File: config.mk
export PLATFORM = sky130hd
export DESIGN_NAME = aud_rmm_target
export DESIGN_NICKNAME = d
export VERILOG_FILES = /design/src/rtl/aud_rmm_target.sv
export SDC_FILE = /design/constraint.sdc
export NUM_CORES = 1
export LEC_CHECK = 0
export CORE_MARGIN = 3
export CORE_UTILIZATION = 35
export DETAILED_ROUTE_END_ITERATION = 7
export GPL_ROUTABILITY_DRIVEN = 0
export PLACE_DENSITY_LB_ADDON = 0.3
export SYNTH_ARGS = -nofsm -noshare
export SYNTH_HDL_FRONTEND = slang
export SYNTH_SLANG_ARGS = --single-unit
File: constraint.sdc
create_clock -name clk_sys_i -period 7.1 [get_ports clk_sys_i]
set_input_delay 1.42 -clock clk_sys_i [delete_from_list [all_inputs] [get_ports clk_sys_i]]
set_output_delay 1.42 -clock clk_sys_i [all_outputs]
set_load 0.005 [all_outputs]
File: src/rtl/aud_rmm_target.sv
// ---------------------------------------------------------------------------
// aud_rmm_target
//
// Target-side responder for the AUD RAM-monitor (RMM) nibble protocol.
// It plays the MCU end of the link. It decodes the host command, address and
// write-data nibbles and performs the access on a simple memory request port.
// It then answers with busy nibbles, a status nibble and, for successful
// reads, the read-data nibbles. The host and the target share clk_sys_i, so
// there is no separate aud_ck input.
//
// Parameters
//   MIN_BUSY        busy (0000) nibbles always driven before the status (1..15)
//   TIMEOUT_CYCLES  cycles without mem_ack_i before a request is abandoned
//
// Optional feature
//   AUD_RMM_TARGET_TIMEOUT_EN  when defined, an outstanding memory request is
//                              dropped after TIMEOUT_CYCLES cycles and status
//                              1001 is returned; otherwise the target waits
//                              for the ack indefinitely.
//
// Ports
//   clk_sys_i      system clock, doubles as aud_ck
//   rst_n_i        asynchronous active-low reset
//   aud_nsync_i    host frame strobe, low while a frame is active
//   aud_data_i     host-driven nibble
//   aud_data_o     responder nibble
//   aud_data_oe_o  responder drives aud_data (tristate lives at the top level)
//   mem_addr_o     access address
//   mem_dat_o      write data, placed in the selected byte lanes
//   mem_sel_o      byte enables
//   mem_we_o       write request
//   mem_re_o       read request
//   mem_dat_i      read data
//   mem_ack_i      access complete
//   mem_err_i      access failed, qualified by mem_ack_i
//   busy_o         a frame is in progress
//   err_cnt_o      saturating count of error statuses returned
// ---------------------------------------------------------------------------
module aud_rmm_target #(
  parameter int unsigned MIN_BUSY       = 2,
  parameter int unsigned TIMEOUT_CYCLES = 64
) (
  input  logic        clk_sys_i,
  input  logic        rst_n_i,
  input  logic        aud_nsync_i,
  input  logic [3:0]  aud_data_i,
  output logic [3:0]  aud_data_o,
  output logic        aud_data_oe_o,
  output logic [31:0] mem_addr_o,
  output logic [31:0] mem_dat_o,
  output logic [3:0]  mem_sel_o,
  output logic        mem_we_o,
  output logic        mem_re_o,
  input  logic [31:0] mem_dat_i,
  input  logic        mem_ack_i,
  input  logic        mem_err_i,
  output logic        busy_o,
  output logic [7:0]  err_cnt_o
);

  typedef enum logic [3:0] {
    S_IDLE, S_ADDR, S_WDATA, S_TURN, S_BUSY,
    S_READY, S_RDATA, S_DONE, S_DROP, S_FLUSH
  } state_t;

  state_t      state, state_nxt;
  logic [3:0]  cnt;
  logic [1:0]  size_q;
  logic        is_write_q;
  logic [31:0] addr_q, wdata_q, rdata_q;
  logic [3:0]  sel_q;
  logic        req_q, done_q, err_q, misaligned_q, status_err_q;
  logic [7:0]  err_cnt_q;

  logic        cmd_ok, ack_now, tmo_now, complete_now, busy_met;
  logic        misaligned_c, status_err_now;
  logic [3:0]  sel_calc;
  logic [1:0]  lane_base;
  logic [2:0]  last_idx, pos;

  // A command nibble is 1wss: bit 2 selects write, ss = 11 is reserved.
  assign cmd_ok  = aud_data_i[3] && (aud_data_i[1:0] != 2'b11);
  assign ack_now = req_q && mem_ack_i;

  // Lane placement and nibble count derived from size and low address bits.
  always_comb begin
    sel_calc  = 4'b1111;
    lane_base = 2'b00;
    last_idx  = 3'd7;
    case (size_q)
      2'b00: begin
        sel_calc  = 4'b0001 << addr_q[1:0];
        lane_base = addr_q[1:0];
        last_idx  = 3'd1;
      end
      2'b01: begin
        sel_calc  = addr_q[1] ? 4'b1100 : 4'b0011;
        lane_base = {addr_q[1], 1'b0};
        last_idx  = 3'd3;
      end
      default: begin
        sel_calc  = 4'b1111;
        lane_base = 2'b00;
        last_idx  = 3'd7;
      end
    endcase
  end

  // Nibble position inside the 32-bit data word: first nibble of the lane.
  assign pos = {lane_base, 1'b0} + cnt[2:0];

  assign misaligned_c = ((size_q == 2'b01) && addr_q[0]) ||
                        ((size_q == 2'b10) && (addr_q[1:0] != 2'b00));

`ifdef AUD_RMM_TARGET_TIMEOUT_EN
  // Counts cycles a request has been outstanding; cleared whenever idle.
  logic [15:0] tmo_cnt;

  always_ff @(posedge clk_sys_i or negedge rst_n_i) begin
    if (!rst_n_i) begin
      tmo_cnt <= '0;
    end else if (!req_q) begin
      tmo_cnt <= '0;
    end else if (tmo_cnt != 16'hFFFF) begin
      tmo_cnt <= tmo_cnt + 16'd1;
    end
  end

  assign tmo_now = req_q && !mem_ack_i &&
                   ((32'(tmo_cnt) + 32'd1) >= TIMEOUT_CYCLES);
`else
  logic unused_tmo_cfg;
  assign unused_tmo_cfg = (TIMEOUT_CYCLES != 0);
  assign tmo_now        = 1'b0;
`endif

  // The status may be decided on the same edge the ack (or timeout) lands.
  assign complete_now   = misaligned_q || done_q || ack_now || tmo_now;
  assign busy_met       = (32'(cnt) + 32'd1) >= MIN_BUSY;
  assign status_err_now = misaligned_q ||
                          (done_q ? err_q : (tmo_now || (ack_now && mem_err_i)));

  // Next state and link-side outputs. Raising nsync mid-frame aborts; an
  // outstanding request is then carried to completion in FLUSH.
  always_comb begin
    state_nxt     = state;
    aud_data_oe_o = 1'b0;
    aud_data_o    = 4'h0;
    case (state)
      S_IDLE: begin
        if (!aud_nsync_i) state_nxt = cmd_ok ? S_ADDR : S_DROP;
      end
      S_ADDR: begin
        if (aud_nsync_i)          state_nxt = S_IDLE;
        else if (cnt == 4'd7)     state_nxt = is_write_q ? S_WDATA : S_TURN;
      end
      S_WDATA: begin
        if (aud_nsync_i)                    state_nxt = S_IDLE;
        else if (cnt == {1'b0, last_idx})   state_nxt = S_TURN;
      end
      S_TURN, S_BUSY, S_READY, S_RDATA: begin
        if (state == S_BUSY) aud_data_oe_o = 1'b1;
        if (state == S_READY) begin
          aud_data_oe_o = 1'b1;
          aud_data_o    = status_err_q ? 4'b1001 : 4'b0001;
        end
        if (state == S_RDATA) begin
          aud_data_oe_o = 1'b1;
          aud_data_o    = rdata_q[{pos, 2'b00} +: 4];
        end
        if (aud_nsync_i) begin
          state_nxt = (req_q && !ack_now && !tmo_now) ? S_FLUSH : S_IDLE;
        end else begin
          case (state)
            S_TURN:  state_nxt = S_BUSY;
            S_BUSY:  if (busy_met && complete_now) state_nxt = S_READY;
            S_READY: state_nxt = (!is_write_q && !status_err_q) ? S_RDATA : S_DONE;
            default: if (cnt == {1'b0, last_idx}) state_nxt = S_DONE;
          endcase
        end
      end
      S_DONE, S_DROP: begin
        if (aud_nsync_i) state_nxt = S_IDLE;
      end
      S_FLUSH: begin
        // A frame started while flushing is swallowed as if it were illegal.
        if (!req_q || ack_now || tmo_now) state_nxt = aud_nsync_i ? S_IDLE : S_DROP;
      end
      default: state_nxt = S_IDLE;
    endcase
  end

  // State, nibble counter, frame registers and the memory request handshake.
  // The counter restarts on every state change so each phase counts from 0.
  always_ff @(posedge clk_sys_i or negedge rst_n_i) begin
    if (!rst_n_i) begin
      state        <= S_IDLE;
      cnt          <= '0;
      size_q       <= '0;
      is_write_q   <= 1'b0;
      addr_q       <= '0;
      wdata_q      <= '0;
      rdata_q      <= '0;
      sel_q        <= '0;
      req_q        <= 1'b0;
      done_q       <= 1'b0;
      err_q        <= 1'b0;
      misaligned_q <= 1'b0;
      status_err_q <= 1'b0;
      err_cnt_q    <= '0;
    end else begin
      state <= state_nxt;
      if (state_nxt != state) cnt <= '0;
      else if (cnt != 4'hF)   cnt <= cnt + 4'd1;

      case (state)
        S_IDLE: begin
          if (!aud_nsync_i && cmd_ok) begin
            is_write_q <= aud_data_i[2];
            size_q     <= aud_data_i[1:0];
            wdata_q    <= '0;
          end
        end
        S_ADDR: begin
          addr_q[{cnt[2:0], 2'b00} +: 4] <= aud_data_i;
          if (cnt == 4'd7) sel_q <= sel_calc;
        end
        S_WDATA: begin
          wdata_q[{pos, 2'b00} +: 4] <= aud_data_i;
        end
        default: begin
        end
      endcase

      if ((state == S_ADDR || state == S_WDATA) && state_nxt == S_TURN) begin
        req_q        <= !misaligned_c;
        misaligned_q <= misaligned_c;
        done_q       <= 1'b0;
        err_q        <= 1'b0;
      end else if (ack_now || tmo_now) begin
        req_q  <= 1'b0;
        done_q <= 1'b1;
        err_q  <= tmo_now || mem_err_i;
        if (ack_now) rdata_q <= mem_dat_i;
      end

      // The status is fixed when READY is entered; aborted frames never count.
      if (state == S_BUSY && state_nxt == S_READY) begin
        status_err_q <= status_err_now;
        if (status_err_now && err_cnt_q != 8'hFF) err_cnt_q <= err_cnt_q + 8'd1;
      end
    end
  end

  assign mem_addr_o = addr_q;
  assign mem_dat_o  = wdata_q;
  assign mem_sel_o  = sel_q;
  assign mem_we_o   = req_q && is_write_q;
  assign mem_re_o   = req_q && !is_write_q;
  assign busy_o     = (state != S_IDLE);
  assign err_cnt_o  = err_cnt_q;

endmodule

Word-level counts from Yosys, hierarchy flattened
Index checks and enable logic that the tools add are counted.

Flip-flop bits (word level): 124. Logic and storage cells: 130. Output and inout port bits: 84. Bits of input ports: 41.

Bitwise gates (word level): 1. Equal/unequal tests: 20. Reductions and logical operators: 40. Multiplexer cells: 42. Shift operators: 6. Order comparisons: 1. $add $sub $neg: 6.

Operators by type and width (count): $mux W4 (20); $bwmux W32 (2); $pmux W32 S2 (1); $shift A4 B7 Y32 const A (2); $shiftx A4 B7 Y32 (2); $mux W32 (1); $shiftx A32 B6 Y4 (1); $eq A4 B3 Y1 const B (6); $pmux W4 S6 (1); $logic_and A1 B1 Y1 (14); $neg A5 Y7 (2); $mux W1 (13); $eq A4 B2 Y1 const B (3); $pmux W4 S3 (1); $reduce_and A2 Y1 (5); $add A8 B1 Y8 const B (1); $eq A4 B4 Y1 const B (2); $ne A8 B8 Y1 const B (1); $pmux W4 S2 (1); $reduce_bool A2 Y1 (4); $logic_not A1 Y1 (6); $logic_or A1 B1 Y1 (6); $pmux W3 S2 (1); $add A4 B1 Y5 const B (1); 18 further kinds (19).

Depth between registers and ports, before layout
Gate-level depths: netlist of the first run.

Depth after elaboration: 11. Depth in mapped cells: 12. Mapped depth without buffers: 10.

Worst setup path before layout of the first run
OpenSTA, ideal clock, no wires.

Kind: register to output. Start point: reg size_q[1]. End point: out aud_data_o[3]. Arrival time: 2066 ps. Path slack: 3614 ps. Cell stages (with the launch flop): 9. Required time: 5680 ps. Cell sequence: dfrtp_1 clkbuf_1 nor3b_1 ha_1 xnor2_1 xnor2_2 mux4_2 mux2i_1 o22ai_1.

Word-level cells in the longest chain between the ends: 6. Elaborated cells between the ends (all ways): 7. Classes of those cells: 1 x add/sub; 1 x eq/ne; 1 x shift; 3 x mux; 1 x reduce/logical.

RTL lines: start: declaration (RTL line 68) `logic [1:0] size_q;`; start signal: assignment (RTL line 220) `size_q <= aud_data_i[1:0];`; $eq A2 B1 Y1 / $logic_not A2 Y1 (equally long branches) (RTL line 90) `case (size_q)`; $pmux W2 S2 * (RTL line 90); $add A3 B3 Y3 * (RTL line 110) `assign pos = {lane_base, 1'b0} + cnt[2:0];`; $shiftx A32 B6 Y4 * (RTL line 169) `aud_data_o = rdata_q[{pos, 2'b00} +: 4];`; $mux W4 * (RTL line 167) `if (state == S_RDATA) begin`; $mux W4 * (RTL line 149) `case (state)`; end: declaration (RTL line 47) `output logic [3:0] aud_data_o,`.

Every way passes the cells marked *; elsewhere a longest branch is shown, timed or not.

Worst setup path in the final report of the first run
Start point: reg size_q[1]. End point: out aud_data_o[0].

Same word-level chain as after synthesis.

==> impl_metrics.toml, run 1 <==
[status]
status = "finished clean"

[worst_setup_path]
crit_end = "aud_data_o[0]"
path_max_fanout = 11
worst-path-buf-inv = 1
path_depth = 8
r2r-end = "err_cnt_o[1]"
cp_slowest_cell = "xnor2_2"
rr_startpoint = "cnt[0]"
crit_family = "XOR/XNOR gates"
rr_worst_depth = 8
cp-start-kind = "flip-flop"
path_cells = "nor3b_1 -> ha_1 -> xnor2_1 -> xnor2_2 -> mux4_2 -> mux2i_1 -> o21ai_0 -> clkdlybuf4s50_1"
critPathMaxStageDelay_ns = 0.52
critical_path_class = "flip-flop to output port"
critPathRequiredTime_ns = 5.68
r2r_slack_ns = 3.43
worstPathArrival_ns = 3.37
startpoint = "size_q[1]"
crit_path_end_kind = "output port"

[power]
powerDensity_mw_per_mm2 = 296
clkPwrFrac_pct = 37.3
p_sw_share_pct = 28.3
p_sw_mw = 0.669
pwr-share-comb_pct = 25.2
ir_worst_vdd_mv = 0.145
p_leak_nw = 3.56
p_int_mw = 1.70
p_seq_share_pct = 37.5
p_total_mw = 2.37

[grt]
grtUsageMet2_pct = 25.9
met1_usage_pct = 22.2
antenna_found_initial = 0
busiest_layer = "met2"
met3_usage_pct = 5.11
grt_pass1_wl_mm = 24.2
gr-total-overflow = 0
grt_max_degree = 66
grt_usage_pct = 16.5
first_global_vias = 4510

[floorplanning]
ioPinCount = 125
die-height_um = 137
core.rowCount = 47
start_util_pct = 36.0
core_sq_mm = 0.0167
die_w_um = 137
dieArea_sq_mm = 0.0188

[synthesis]
synth.largest_area_cell = "dfrtp_1"
synth_seq_area_share_pct = 51.6
synth_seq_cells = 124
netlist_top_cells_count = "dfrtp_1 (124), nand2_1 (67), o21ai_0 (59)"
synth_area_sq_mm = 0.00601
yosysMostFrequentCell = "dfrtp_1"
synth-edff-count = 0
yosysWarnings = 0
async_flop_share_pct = 100
synth_area_leaders = "dfrtp_1 (52%), mux2_4 (7.5%), o21ai_0 (4.9%)"
syn_nets = 586
synth_top_area_share_pct = 51.6
ys_types = 62
synth_flop_cell = "dfrtp_1"
syn_area_per_cell_sq_um = 11.2
netlist_instances = 537

[cells_and_area]
fill_cells = 1519
antenna_cells = 0
drive_gt1_share_pct = 14.5
fin_nets = 701
finalCoreUtilization_pct = 47.9
syn_to_final_growth_pct = 33.1

[placed_design]
dp_hpwl_mm = 10.7
post-place-ws_ns = 2.66
portBuffers = 124

[clock_network]
clk_latency_ns = 0.42
cts_htree_levels = 4
cts_made_buffers = 17
clk_pin_slew_ns = 0.05
post_cts_buffers = 0
post_cts_resize_count = 0
cts.sinks = 124
cts_tree = "yes"
cts_hold_buf = 0
root_buffer = "clkbuf_16"
clockBufferDepth = 2

[sta]
worst_slack_ns = 2.31
finalCritPeriodShare_pct = 67.4
fin_tns_setup_ns = 0
hold_viol = 0
hold_slack_ns = 0.478
finalSetupViolations = 0
final.setup_skew_ns = 0.0167
fmax_ghz = 0.209
report.final.slew_viol_count = 0
rsz0062_at_grt = "false"
slew_headroom_pct = 19.3
worst_slew_pin_slew_ns = 1.21
min_period_ns = 4.79

[detailed_routing]
drt_wl_total_mm = 15.0
antenna_left = 0
vias_per_cell = 5.09
wire_per_inst_um = 17.0
vias = 4485
post-route-drc-count = 0
first_pass_iters = 5
drt_iter0_markers = 261

[job]
maxCapViolations = 0

[min_path]
hold_class = "flip-flop to flip-flop"
==> power groups by stage <==
| stage | clock [mW] | combinational, mW | sequential [mW] |
|---|---|---|---|
| 2_1_floorplan | 0 | 0.343 | 0.869 |
| 3_3_place_gp | 0 | 0.591 | 0.899 |
| 3_5_place_dp | 0 | 0.604 | 0.901 |
| 4_1_cts | 0.903 | 0.607 | 0.890 |
| 5_1_grt | 0.935 | 0.656 | 0.903 |
| 6_report | 0.883 | 0.596 | 0.887 |
==> cells in the final DEF (no fill, tap or decap), types with 6 or more instances in the layout <==
cell type	n
dfrtp_1	124
clkdlybuf4s50_1	123
nand2_1	67
o21ai_0	59
mux2_4	30
nor2_1	24
nand3_1	24
mux2i_1	17
clkbuf_16	17
inv_1	14
a21oi_1	14
mux2_2	14
nor2b_1	11
xnor2_1	9
nand3b_1	9
mux4_2	8
ha_1	8
and2_1	6
==> through the flow <==
step	cell area, sq um	instances
final	8000	882
after global routing	8000	882
after CTS	8000	882
after detailed placement	7390	853
after global placement	7390	853
after floorplan	6010	537
==> layout make-up <==
type | count | area (sq um) | area share [%]
sequential | 124 | 3100 | 38.8
inverter | 14 | 52.6 | 0.657
timing repair buffer | 126 | 1250 | 15.7
multi-input combinational | 369 | 2710 | 33.9
clock buffer | 22 | 494 | 6.18
tap | 220 | 275 | 3.44
clock inverter | 7 | 113 | 1.41
==> sequential cells by signal, indices dropped and copies added (netlist names) <==
register / count
mem_addr_o: 32
size_q: 2
misaligned_q: 1
mem_sel_o: 4
mem_dat_o: 32
state: 4
req_q: 1
err_cnt_o: 8
rdata_q: 32
done_q: 1
is_write_q: 1
cnt: 4
status_err_q: 1
err_q: 1
==> worst min path at each step <==
stage,start,to,slack [ns],depth (start not counted)
3_5_place_dp,mem_addr_o[5],mem_addr_o[5],0.47,2
4_1_cts,mem_addr_o[5],mem_addr_o[5],0.48,2
2_1_floorplan,misaligned_q,misaligned_q,0.46,1
3_3_place_gp,mem_addr_o[2],mem_addr_o[2],0.47,2
5_1_grt,mem_addr_o[8],mem_addr_o[8],0.50,2
6_report,mem_addr_o[5],mem_addr_o[5],0.48,2
==> routing by layer <==
layer	vias to the layer above	share of wire (%)
met4	0	1.1
met2	135	49
met3	8	5.9
met5	-	0
li1	2125	-
met1	2217	44
==> kinds of logic after synthesis <==
logic type | count (synthesis) | synth area share (%)
AND/OR/NAND/NOR | 179 | 15.4
XOR/XNOR | 10 | 1.58
adder cells (fa/ha/maj) | 8 | 1.66
buffers and inverters | 44 | 3.41
multiplexers | 69 | 15.9
flip-flops | 124 | 51.6
AO/OA/AOI/OAI | 103 | 10.4
==> worst min-delay path: cells and delay by family, from the launching register on <==
kind | cells | cell delay [ns]
AND/OR/NAND/NOR | 1 | 0.05
flip-flops | 1 | 0.34
AO/OA/AOI/OAI | 1 | 0.06
No activity file was read; power rests on OpenSTA's default activity.
==> run 2: changes to the inputs <==
Clock period 7.1 ns to 4.2 ns, I/O delays scaled along.
==> run 2 against run 1 <==
Worst hold slack worse by 0.0084 ns. Die area stayed put. Sequential cell count stayed put. Count of clock-buffer cells in the layout is 2 lower. Critical path depth is 1 higher. Clock power is 57% higher. Critical endpoint unchanged. Largest cell class unchanged.
==> impl_metrics.toml, run 2 (synthesis results as in run 1) <==
[sta]
min_period_ns = 3.85
final.setup_skew_ns = 0.0103
fmax_ghz = 0.260
worst_slack_ns = 0.350
fin_tns_setup_ns = 0
worst_slew_pin_slew_ns = 0.722
slew_headroom_pct = 51.9
hold_viol = 0
finalCritPeriodShare_pct = 91.7
finalSetupViolations = 0
rsz0062_at_grt = "false"
report.final.slew_viol_count = 0

[clock_network]
cts_htree_levels = 4
clk_pin_slew_ns = 0.06
cts_tree = "yes"
root_buffer = "clkbuf_16"
cts.sinks = 124
cts_hold_buf = 0
cts_made_buffers = 17
clockBufferDepth = 2
clk_latency_ns = 0.41

[detailed_routing]
antenna_left = 0
first_pass_iters = 5
drt_wl_total_mm = 15.4
wire_per_inst_um = 17.3
post-route-drc-count = 0
vias = 4521
vias_per_cell = 5.07
drt_iter0_markers = 224

[grt]
grt_pass1_wl_mm = 24.8
gr-total-overflow = 0
antenna_found_initial = 0
grt_max_degree = 74
grt_usage_pct = 16.9
first_global_vias = 4611

[cells_and_area]
final_common_cell = "dfrtp_1"
seq_area_sq_mm = 0.00310
fin_nets = 707
antenna_cells = 0
multiInputGateArea_sq_mm = 0.00272
fill_cells = 1523
drive_gt1_share_pct = 15.6
mostFrequentLayoutCells = "dfrtp_1 (124), clkdlybuf4s50_1 (123), nand2_1 (67), o21ai_0 (59), mux2_4 (30)"
syn_to_final_growth_pct = 33.5

[min_path]
hold_class = "input pin to async pin"

[floorplanning]
die_w_um = 137
core_sq_mm = 0.0167
start_util_pct = 36.0
core.rowCount = 47
ioPinCount = 125
dieArea_sq_mm = 0.0188
die-height_um = 137

[worst_setup_path]
crit_path_end_kind = "output port"
r2r-end = "mem_dat_o[12]"
critical_path_class = "flip-flop to output port"
rr_startpoint = "size_q[1]"
r2r_slack_ns = 1.25
critPathRequiredTime_ns = 3.36
cp-start-kind = "flip-flop"
path_max_fanout = 11
startpoint = "size_q[1]"
rr_worst_depth = 9
crit_end = "aud_data_o[0]"
worstPathArrival_ns = 3.01

[power]
powerDensity_mw_per_mm2 = 494
p_seq_share_pct = 37.4
pwr-share-comb_pct = 27.6
ir_worst_vdd_mv = 0.361
clkPwrFrac_pct = 35.1
p_sw_mw = 1.20
p_sw_share_pct = 30.3
p_int_mw = 2.76
p_leak_nw = 3.57

[placed_design]
dp_hpwl_mm = 11.0
post-place-ws_ns = 0.469
portBuffers = 124

[job]
maxCapViolations = 0

[status]
status = "finished clean"
==> run 2: metrics by stage <==
step	hold slack (ns)	cells	utilization, %	area [sq um]	power (mW)
CTS	0.485	891	48.0	8020	4.00
detailed placement	0.470	856	44.5	7430	2.56
global placement	0.466	856	44.5	7430	2.52
finish	0.470	891	48.1	8030	3.96
floorplan	0.464	537	-	6010	2.05
global route	0.505	891	48.1	8030	4.17
==> run 2: area by class of cell <==
type / instances / share of cell area (%)
Clock buffer: 20 / 5.69
Clock inverter: 12 / 1.42
Inverter: 14 / 0.655
Multi-Input combinational cell: 369 / 33.8
Sequential cell: 124 / 38.7
Tap cell: 220 / 3.43
Timing Repair Buffer: 132 / 16.3
==> run 2: worst min path at each step <==
| stage | startpoint | to | slack [ns] | depth (start not counted) |
|---|---|---|---|---|
| after floorplan | misaligned_q | misaligned_q | 0.46 | 1 |
| after global routing | mem_addr_o[2] | mem_addr_o[2] | 0.50 | 2 |
| after global placement | mem_addr_o[2] | mem_addr_o[2] | 0.47 | 2 |
| final | rst_n_i | mem_addr_o[11] | 0.47 | 1 |
| after CTS | rst_n_i | mem_addr_o[4] | 0.49 | 1 |
| after detailed placement | mem_addr_o[2] | mem_addr_o[2] | 0.47 | 2 |
==> run 2: critical path, stage by stage (launching register included) <==
cell             delay [ns]
dfrtp_1                0.50
nor3b_2                0.30
ha_1                   0.20
xnor2_1                0.17
xnor2_2                0.16
buf_4                  0.18
mux4_2                 0.30
mux2i_1                0.18
o21ai_0                0.14
clkdlybuf4s50_1        0.47
==> run 2: routing by layer <==
metal  global-route usage (%)  part of all wire [%]  vias up
li1                         -                     -     2142
met1                     22.2                    44     2245
met2                     27.4                    50      119
met3                     5.26                   5.3       15
met4                     4.05                   1.2        0
met5                        0                     0        -
==> run 2: power groups by stage <==
stage | clock network, mW | registers [mW] | logic [mW]
floorplan | 0 | 1.47 | 0.581
global placement | 0 | 1.49 | 1.03
detailed placement | 0 | 1.50 | 1.06
CTS | 1.42 | 1.48 | 1.10
global route | 1.48 | 1.51 | 1.19
finish | 1.39 | 1.48 | 1.09
==> run 2: timing repair <==
action | in CTS | in global routing
pin swaps | 1 | 0
buffers inserted | 3 | 0
setup endpoints to repair | 1 | 1
gates resized for setup | 0 | 1
